## src/rtl/fsa_sprite.sv

```systemverilog
// Sprite-drawing FSA: walks a SPRITE_W x SPRITE_H rectangle row-major and
// presents one pixel offset, colour and write strobe per cycle from a latched bitmap.
module fsa_sprite #(
    parameter int SPRITE_W = 8,
    parameter int SPRITE_H = 4,
    parameter int XW = 3,
    parameter int YW = 2,
    parameter int CW = 3,
    parameter logic [CW-1:0] FG_COLOUR = 3'b101,
    parameter logic [CW-1:0] BG_COLOUR = 3'b000,
    parameter bit TRANSPARENT = 1'b0
) (
    input  logic                         clk,
    input  logic                         reset_n,
    input  logic                         draw_enable,
    input  logic                         erase,
    input  logic                         abort,
    input  logic [SPRITE_W*SPRITE_H-1:0] bitmap,
    output logic [XW-1:0]                add_x,
    output logic [YW-1:0]                add_y,
    output logic [CW-1:0]                colour,
    output logic                         write_en,
    output logic                         continue_draw,
    output logic                         busy
);

    localparam int N  = SPRITE_W * SPRITE_H;
    localparam int IW = (N > 1) ? $clog2(N) : 1;

    typedef enum logic [1:0] {IDLE, DRAW, DONE} state_t;

    state_t            state_q, state_d;
    logic [XW-1:0]     x_q;
    logic [YW-1:0]     y_q;
    logic [N-1:0]      bitmap_q;
    logic              erase_q;
    logic              last_x, last_y;
    logic [IW-1:0]     pix_idx;
    logic              pix;

    assign last_x  = (x_q == XW'(SPRITE_W - 1));
    assign last_y  = (y_q == YW'(SPRITE_H - 1));
    assign pix_idx = IW'(y_q) * IW'(SPRITE_W) + IW'(x_q);
    assign pix     = bitmap_q[pix_idx];

    always_ff @(posedge clk or negedge reset_n) begin
        if (!reset_n) begin
            state_q <= IDLE;
        end else begin
            state_q <= state_d;
        end
    end

    always_comb begin
        state_d = state_q;
        case (state_q)
            IDLE:    if (draw_enable) state_d = DRAW;
            DRAW: begin
                if (abort)                 state_d = IDLE;
                else if (last_x && last_y) state_d = DONE;
            end
            DONE:    state_d = IDLE;
            default: state_d = IDLE;
        endcase
    end

    // Counters wrap on the exact sprite bounds, so they never walk into
    // unused offsets when the sprite is narrower than the address field.
    always_ff @(posedge clk or negedge reset_n) begin
        if (!reset_n) begin
            x_q      <= '0;
            y_q      <= '0;
            bitmap_q <= '0;
            erase_q  <= 1'b0;
        end else begin
            case (state_q)
                IDLE: begin
                    x_q <= '0;
                    y_q <= '0;
                    if (draw_enable) begin
                        bitmap_q <= bitmap;
                        erase_q  <= erase;
                    end
                end
                DRAW: begin
                    if (abort || (last_x && last_y)) begin
                        x_q <= '0;
                        y_q <= '0;
                    end else if (last_x) begin
                        x_q <= '0;
                        y_q <= y_q + 1'b1;
                    end else begin
                        x_q <= x_q + 1'b1;
                    end
                end
                default: begin
                    x_q <= '0;
                    y_q <= '0;
                end
            endcase
        end
    end

    // Pure Moore decode: outputs depend only on registered state.
    always_comb begin
        add_x         = '0;
        add_y         = '0;
        colour        = '0;
        write_en      = 1'b0;
        continue_draw = 1'b0;
        busy          = 1'b0;
        case (state_q)
            DRAW: begin
                busy  = 1'b1;
                add_x = x_q;
                add_y = y_q;
                if (erase_q) begin
                    colour   = BG_COLOUR;
                    write_en = 1'b1;
                end else begin
                    colour   = pix ? FG_COLOUR : BG_COLOUR;
                    write_en = pix | ~TRANSPARENT;
                end
            end
            DONE: begin
                busy          = 1'b1;
                continue_draw = 1'b1;
            end
            default: ;
        endcase
    end

endmodule

```

## config.mk

```make
export PLATFORM = sky130hd
export DESIGN_NAME = fsa_sprite
export DESIGN_NICKNAME = d
export VERILOG_FILES = /design/src/rtl/fsa_sprite.sv
export SDC_FILE = /design/constraint.sdc
export NUM_CORES = 1
export LEC_CHECK = 0
export ABC_AREA = 0
export BUFFER_PORTS_ARGS = -buffer_cell sky130_fd_sc_hd__buf_2
export CAP_MARGIN = 10
export CORE_ASPECT_RATIO = 0.9
export CORE_MARGIN = 2
export CORE_UTILIZATION = 51
export CTS_BUF_LIST = sky130_fd_sc_hd__clkbuf_8
export DETAILED_ROUTE_END_ITERATION = 10
export GPL_TIMING_DRIVEN = 0
export PLACE_DENSITY = 0.84
export SKIP_CTS_REPAIR_TIMING = 1
export SLEW_MARGIN = 40
export SYNTH_ARGS = -nofsm -noshare
export SYNTH_HDL_FRONTEND = slang
export SYNTH_SLANG_ARGS = --single-unit
```

## constraint.sdc

```tcl
create_clock -name clk -period 2.85 [get_ports clk]
set_input_delay 0.1425 -clock clk [delete_from_list [all_inputs] [get_ports clk]]
set_output_delay 0.1425 -clock clk [all_outputs]
set_load 0.01 [all_outputs]
```

# Word-level counts from Yosys, hierarchy flattened
# Cells that the tools add are included.
# word_totals
register_bits	40
latchBits	0
ramBits	0
romBits	0
inputBits	37
out_inout_bits	11
n_memories	0
# classes
add_sub_neg	3
n_mul	0
div_mod_pow	0
n_lt_le_gt_ge	1
n_eq_ne	7
shifts	0
muxes	20
bitwise	0
reduce_logical	6
# op_table
op	count
$mux W3	7
$mux W2	7
$lt A5 B6 Y1 const B	1
$ne A3 B3 Y1 const B	2
$add A5 B3 Y5	1
$bmux W1 S5	1
$eq A2 B2 Y1 const B	2
$mux W1	4
$pmux W2 S2	1
$reduce_and A2 Y1	2
$add A3 B1 Y3 const B	1
$eq A3 B3 Y1 const B	1
$add A2 B1 Y2 const B	1
$eq A2 B1 Y1 const B	1
$logic_not A2 Y1	1
$ne A2 B2 Y1 const B	1
$reduce_or A2 Y1	1
$logic_and A1 B1 Y1	1
$logic_or A1 B1 Y1	1

# Logic depth before layout (Yosys ltp)
# Gate-level depths: netlist (run 1).
# logic_depth
word_depth	6
mapped_depth	6
depth_no_buf	6

# Worst setup path before layout (run 1)
# OpenSTA, ideal clock, no wires.
# synth_timing
path_kind	reg-to-output
start	register x_q[0]
end	output colour[2]
arrival_time_ns	1.547
required_ns	2.707
slack_ns	1.161
path_stages_with_launch	7
path_buffers	2
cell_sequence	dfrtp_1 > buf_6 > mux4_2 > mux2i_1 > a21oi_1 > and4_1 > buf_4
# synth_via
elab_chain_len	6
# synth_rtl
item	line	rtl
start: declaration	33	logic [XW-1:0] x_q;
start signal: assignment	93	x_q <= x_q + 1'b1;
$add A5 B3 Y5	43	assign pix_idx = IW'(y_q) * IW'(SPRITE_W) + IW'(x_q);
$bmux W1 S5	44	assign pix = bitmap_q[pix_idx];
$mux W1 (implied by the code)	44	
$mux W3	121	colour = pix ? FG_COLOUR : BG_COLOUR;
$mux W3	117	if (erase_q) begin
$mux W3	112	case (state_q)
end: declaration	21	output logic [CW-1:0] colour,
# No other way between the ends. The select of a mux whose other input is x is not followed.

# Worst setup path after layout (run 1)
# Ends and elaborated chain as after synthesis.

==> results of run 1 <==
[routing by layer]
layer | GRT usage, % | vias up
met5 | 0 | -
met4 | 7.84 | 0
met3 | 3.78 | 7
met2 | 32.0 | 27
met1 | 25.2 | 611
li1 | - | 577
[kinds of logic after synthesis]
kind of cell / Yosys count / synth area share (%)
compound gates: 4 / 1.23
fa+ha+maj: 7 / 4.53
buf+inv: 11 / 3.69
flops: 40 / 51.8
mux: 47 / 31.7
other cells: 1 / 0.194
simple gates: 22 / 6.80
[final timing paths]
check / start / to / slack (ps)
setup / recovery: x_q[0] / colour[2] / 640
hold / removal: bitmap[16] / bitmap_q[16] / 80
setup reg to reg: state_q[0] / bitmap_q[1] / 1150
hold reg to reg: bitmap_q[26] / bitmap_q[26] / 500
max in group asynchronous: reset_n / y_q[1] / 2140
min in group asynchronous: reset_n / bitmap_q[11] / 370
[cell usage in the layout, fill, tap and decap left out]
master	instances
nand3b_1	3
conb_1	1
or2b_1	1
o22a_1	1
nor2_1	4
buf_6	2
mux4_2	8
and4_1	1
and2_2	1
dlygate4sd3_1	1
nand2_1	1
bufinv_16	1
mux2_2	34
inv_1	3
buf_4	4
nor3_1	1
ha_1	7
nand2b_1	2
buf_2	48
nor2b_1	1
and2_1	6
nand3_1	1
a21oi_1	3
mux2i_1	5
dfrtp_1	40
clkbuf_8	7
[cells in the mapped netlist (2+ instances only)]
master | count | share of area [%]
buf_6 | 2 | 1.2
mux2i_1 | 5 | 2.6
inv_1 | 3 | 0.58
mux4_2 | 8 | 9.3
nand2b_1 | 2 | 0.65
dfrtp_1 | 40 | 52
buf_4 | 3 | 1.2
and2_1 | 6 | 1.9
buf_2 | 3 | 0.78
nand3b_1 | 3 | 1.2
mux2_2 | 34 | 20
nor2_1 | 4 | 0.78
a21oi_1 | 3 | 0.78
ha_1 | 7 | 4.5
[stage by stage]
step / worst slack [ps] / std cells / instance area, um2 / hold WS [ps]
6_report: 638 / 233 / 2360 / 80.7
5_1_grt: 505 / 233 / 2360 / 81.5
4_1_cts: 603 / 232 / 2350 / -15.4
3_5_place_dp: 911 / 224 / 2220 / 300
3_3_place_gp: 946 / 224 / 2220 / 283
2_1_floorplan: 1160 / 132 / 1930 / -153
[where the power goes]
group | internal (uW) | switching (uW) | total, uW
combinational | 476 | 308 | 784
clock | 309 | 191 | 500
sequential | 828 | 129 | 957
total | 1610 | 628 | 2240
[layout make-up]
type                    count  area share [%]
multi-input cells          81            36.4
inverters                   3           0.477
clock inverters             1            1.27
repair buffers             47            10.3
well taps                  46            2.44
plain buffers               8            2.55
flip-flops and latches     40            42.4
clock buffers               7            4.08
[flip-flops by register name, indices dropped and copies added, names as in the netlist]
name	cells
erase_q	1
x_q	3
bitmap_q	32
y_q	2
state_q	2
==> results.tsv, run 1 <==
stage	metric	value	unit
die	Die Span Y	62.4	um
yosys	Post-synth EDFFs	0	
power	Cell Pwr Density	950	mW/mm2
critical_path	CP Launch Type	flip-flop	
final_layout	area of the multi-input gates	860	um2
critical_path	CP top delay family	multiplexers	
grt	antenna violations before repair	0	
sta	Final Hold Vio Count	0	
clocking	clock root cell	clkbuf_8	
yosys	Net Count, Synth	176	
die	Die X-Extent	68.9	um
critical_path	CP Max Fanout	8	
power	Lkg Pwr	0.00111	uW
die	I/O pin cnt	48	
routing	Routed Antenna Nets	0	
final_layout	number of diodes	0	
sta	setup_tns	0	ps
critical_path	crit-path max cell delay	510	ps
clocking	clock slew at reported path FFs	80	ps
outcome	status	complete, no violations	
final_layout	register area	0.00100	mm2
yosys	cell area after synthesis	0.00193	mm2
sta	fin. max-slew vios	0	
yosys	post-synthesis sequential area ratio	51.8	%
clocking	CTS H-tree depth	2	
clocking	TritonCTS Buffers	5	
routing	top sig layer	met4	
routing	WL met3	137	um
sta	highest clock rate	452	MHz
die	Die ar.	0.00430	mm2
power	Power Total	2240	uW
critical_path	CP max-delay cell	mux4_2	
yosys	Syn Inst Count	132	
routing	via count	1222	
yosys	Post-synth ARST share	100	%
clocking	Clock Sinks	40	
routing	final wirelength	3670	um
clocking	CTS tree	built	
routing	Post-route DRC	0	
critical_path	crit path cell chain	buf_6 -> mux4_2 -> mux2i_1 -> a21oi_1 -> and4_1 -> buf_4 -> buf_2	
job	max cap viols	0	
critical_path	critical path arrival	2070	ps
power	VDD IR-drop max	0.000613	V
placement	port bufs	46	
grt	GR Overflow Total	0	
final_layout	Filler Cell Count	283	
routing	Iter 0 DRT Violations	28	
sta	Layout Skew	3.92	ps
yosys	Netlist cell types	23	
hold_path	hold depth	2	
final_layout	Syn-to-layout area delta	22.1	%
final_layout	Util after Layout	64.1	%
routing	Routed met2 length	1950	um
critical_path	Setup crit end kind	output pin	
critical_path	CP Buf/Inv Count	3	
critical_path	cell count of the worst reg-to-reg path	5	
sta	crit path time final	2210	ps
sta	RSZ-0062 raised after global routing	no	
grt	GRT Overall Usage	19.5	%
grt	first-pass GRT wire length	6070	um
die	Initial Util	52.5	%
placement	Final GP Congestion	0.750	
die	Core Area	0.00368	mm2
critical_path	Crit. path cell count	7	
grt	number of global-route vias before repair	1308	
grt	largest net degree at the start of global routing	41	
final_layout	nets@finish	230	
clocking	clock buffer depth	2	
routing	wire length on met1	1500	um
routing	drt pass-1 iters	4	
yosys	synthesized flop and latch total	40	
sta	final setup fails	0	
final_layout	share of cells above drive strength 1	56.1	%
yosys	Synth Flop Type	dfrtp_1	
routing	routed len/inst	15.8	um
routing	routed vias/inst	5.24	
sta	Tcrit/Tclk final	77.6	%
critical_path	WP data required	2710	ps
critical_path	kind of critical path	flip-flop to output pin	
hold_path	HP Class	input pin to flip-flop	
placement	placed wire-length estimate	2730	um
yosys	Syn. warnings	0	
clocking	Clock Latency Late Sink	290	ps
yosys	Avg Inst Size Synth	14.6	um2
die	Rows	21	
(Power assumes the default switching activity.)
==> inputs of run 2 (changes only) <==
CORE_UTILIZATION = 49   (was 51)
clock period = 1.8 ns   (was 2.85 ns; I/O delays follow)
==> run 2 against run 1 <==
The run now ends with setup timing left. Sequential share of layout area decreased by 0.75 points. Global-route usage decreased by 1.3 points. Non-clock buffer count increased by 5. Combinational power increased by 66%. Hold slack got worse by 55 ps. Total power increased by 57%. Register-to-register slack got worse by 980 ps. Die area increased by 3.8%. Via count increased by 2.8%. Setup slack got worse by 950 ps. Cell count increased by 2.1%. Largest power group unchanged.
==> results.tsv, run 2 (synthesis gave the netlist of run 1 again) <==
stage	metric	value	unit	change
outcome	status	complete, but fails checks		was complete, no violations
outcome	failing checks	setup timing		
die	Die Span Y	63.6	um	was 62.4 um
critical_path	WP data required	1710	ps	was 2710 ps
final_layout	number of flip-flops in the largest register	32		unchanged
routing	Iter 0 DRT Violations	59		was 28
grt	GR Overflow Total	0		unchanged
hold_path	Hold Path End	bitmap_q[16]		unchanged
critical_path	cell count of the worst reg-to-reg path	6		was 5
critical_path	CP Max Fanout	6		was 8
final_layout	fin cells	238		was 233
sta	RSZ-0062 raised after global routing	yes		was no
power	clock network fraction of total power	20.1	%	was 22.3%
critical_path	CP top delay family	multiplexers		unchanged
routing	via count	1256		was 1222
die	I/O pin cnt	48		unchanged
routing	final wirelength	3690	um	was 3670 um
final_layout	Util after Layout	63.9	%	was 64.1%
die	Die X-Extent	70.2	um	was 68.9 um
routing	routed len/inst	15.5	um	was 15.8 um
grt	GRT Overall Usage	18.2	%	was 19.5%
final_layout	share of cells above drive strength 1	58.3	%	was 56.1%
job	max cap viols	0		unchanged
sta	setup_tns	-542	ps	was 0 ps
power	Seq pwr share	42.9	%	was 42.7%
grt	number of global-route vias before repair	1368		was 1308
hold_path	hold depth	2		unchanged
power	switching portion of total power	28.3	%	was 28.0%
critical_path	Reg-to-Reg Start	state_q[1]		was state_q[0]
critical_path	Setup crit end kind	output pin		unchanged
power	Lkg Pwr	0.00113	uW	was 0.00111 uW
critical_path	crit-path max cell delay	500	ps	was 510 ps
clocking	CTS H-tree depth	2		unchanged
grt	antenna violations before repair	0		unchanged
clocking	clock slew at reported path FFs	80	ps	about the same
routing	Routed Antenna Nets	0		unchanged
power	Cell Pwr Density	1470	mW/mm2	was 950 mW/mm2
clocking	TritonCTS Buffers	5		unchanged
sta	Tcrit/Tclk final	117	%	
sta	highest clock rate	474	MHz	
critical_path	Critical R2R Capture	state_q[0]		was bitmap_q[1]
critical_path	most frequent CP cell	buf_6		
clocking	CTS tree	built		unchanged
power	Net Sw Power	995	uW	was 628 uW
die	Core Area	0.00376	mm2	was 0.00368 mm2
sta	fin. max-slew vios	0		unchanged
critical_path	critical path arrival	2020	ps	was 2070 ps
sta	Worst Slack Setup Final	-311	ps	was 638 ps
clocking	clock buffer depth	2		unchanged
final_layout	biggest regs	bitmap_q: 32 flops, x_q: 3 flops		unchanged
final_layout	number of diodes	0		unchanged
hold_path	HP Class	input pin to flip-flop		unchanged
sta	Final Hold Vio Count	0		unchanged
sta	Layout Skew	5.32	ps	was 3.92 ps
critical_path	CP Launch Type	flip-flop		unchanged
placement	Final GP Congestion	0.708		was 0.750
final_layout	commonest cells after routing, fill and taps aside	buf_2 (46), dfrtp_1 (40), mux2_2 (34), mux4_2 (8), buf_4 (7)		was buf_2 (48), dfrtp_1 (40), mux2_2 (34), mux4_2 (8)
final_layout	nets@finish	235		was 230
critical_path	crit path cell chain	buf_6 -> mux4_2 -> mux2i_1 -> nand3b_1 -> and4_4 -> buf_6 -> buf_6		was buf_6 -> mux4_2 -> mux2i_1 -> a21oi_1 -> and4_1 -> buf_4 -> buf_2
sta	final setup fails	2		was 0
critical_path	beginning of the critical path	x_q[1]		was x_q[0]
clocking	Clock Latency Late Sink	290	ps	about the same
power	combinational share of power	37.0	%	was 35.0%
critical_path	CP Buf/Inv Count	3		unchanged
grt	first-pass GRT wire length	6170	um	was 6070 um
die	Initial Util	51.4	%	was 52.5%
routing	routed vias/inst	5.28		was 5.24
sta	crit path time final	2110	ps	
hold_path	hold_sp	bitmap[16]		unchanged
final_layout	Syn-to-layout area delta	24.3	%	was 22.1%
final_layout	commonest non-fill, non-tap cell in the layout	buf_2		unchanged
clocking	Clock Sinks	40		unchanged
die	Rows	21		unchanged
critical_path	Worst R2R Setup Slack	170	ps	was 1150 ps
final_layout	Biggest register	bitmap_q		unchanged
die	Die ar.	0.00446	mm2	was 0.00430 mm2
routing	drt pass-1 iters	4		unchanged
placement	Placed Cells	224		unchanged
placement	placed wire-length estimate	2710	um	was 2730 um
critical_path	CP max-delay cell	mux4_2		unchanged
routing	Post-route DRC	0		unchanged
placement	port bufs	46		unchanged
power	Power Internal	2530	uW	was 1610 uW
power	VDD IR-drop max	0.000731	V	was 0.000613 V
grt	largest net degree at the start of global routing	41		unchanged
critical_path	kind of critical path	flip-flop to output pin		unchanged
clocking	clock root cell	clkbuf_8		unchanged
-- run 2: worst max-delay path by stage --
stage	depth (start not counted)	slack, ps	endpoint
after detailed placement	7	-60	colour[2]
after floorplan	6	160	colour[2]
final	7	-310	colour[2]
after global routing	7	-380	colour[2]
after global placement	7	-30	colour[2]
after CTS	7	-380	colour[2]
-- run 2: power groups by stage --
stage | clock network, uW | registers [uW] | logic (uW)
2_1_floorplan | 0 | 1450 | 990
3_3_place_gp | 0 | 1490 | 1190
3_5_place_dp | 0 | 1530 | 1250
4_1_cts | 727 | 1510 | 1250
5_1_grt | 781 | 1560 | 1420
6_report | 706 | 1510 | 1300
-- run 2: worst reg2reg max path: cells and delay by family (launching register included) --
family	cells	cell delay, ps
multiplexers	1	270
AO/OA/AOI/OAI	1	220
flip-flops	1	410
adder cells (fa/ha/maj)	1	260
buffers and inverters	1	120
AND/OR/NAND/NOR	2	250
-- run 2: per-stage QoR --
stage          area, um2  hold slack, ps  setup slack (ps)  power (uW)
2_1_floorplan       1930            -206               163        2440
3_3_place_gp        2220             233             -26.9        2680
3_5_place_dp        2220             259             -59.5        2780
4_1_cts             2330           -58.9              -380        3490
5_1_grt             2400            7.04              -380        3760
6_report            2400            25.4              -311        3520
-- run 2: layout make-up --
type | count | area [um2]
Fill cell | 292 | 1360
Sequential cell | 40 | 1000
Multi-Input combinational cell | 81 | 867
Timing Repair Buffer | 52 | 290
Clock buffer | 5 | 68.8
Buffer | 8 | 66.3
Tap cell | 46 | 57.6
Clock inverter | 3 | 38.8
Inverter | 3 | 11.3
-- run 2: routing by layer --
layer  wire, um  global-route usage, %  up-vias
met2       1840                   29.3       35
li1           -                      -      586
met3        225                   5.92        6
met4         52                   8.89        0
met5          0                      0        -
met1       1570                   22.2      629
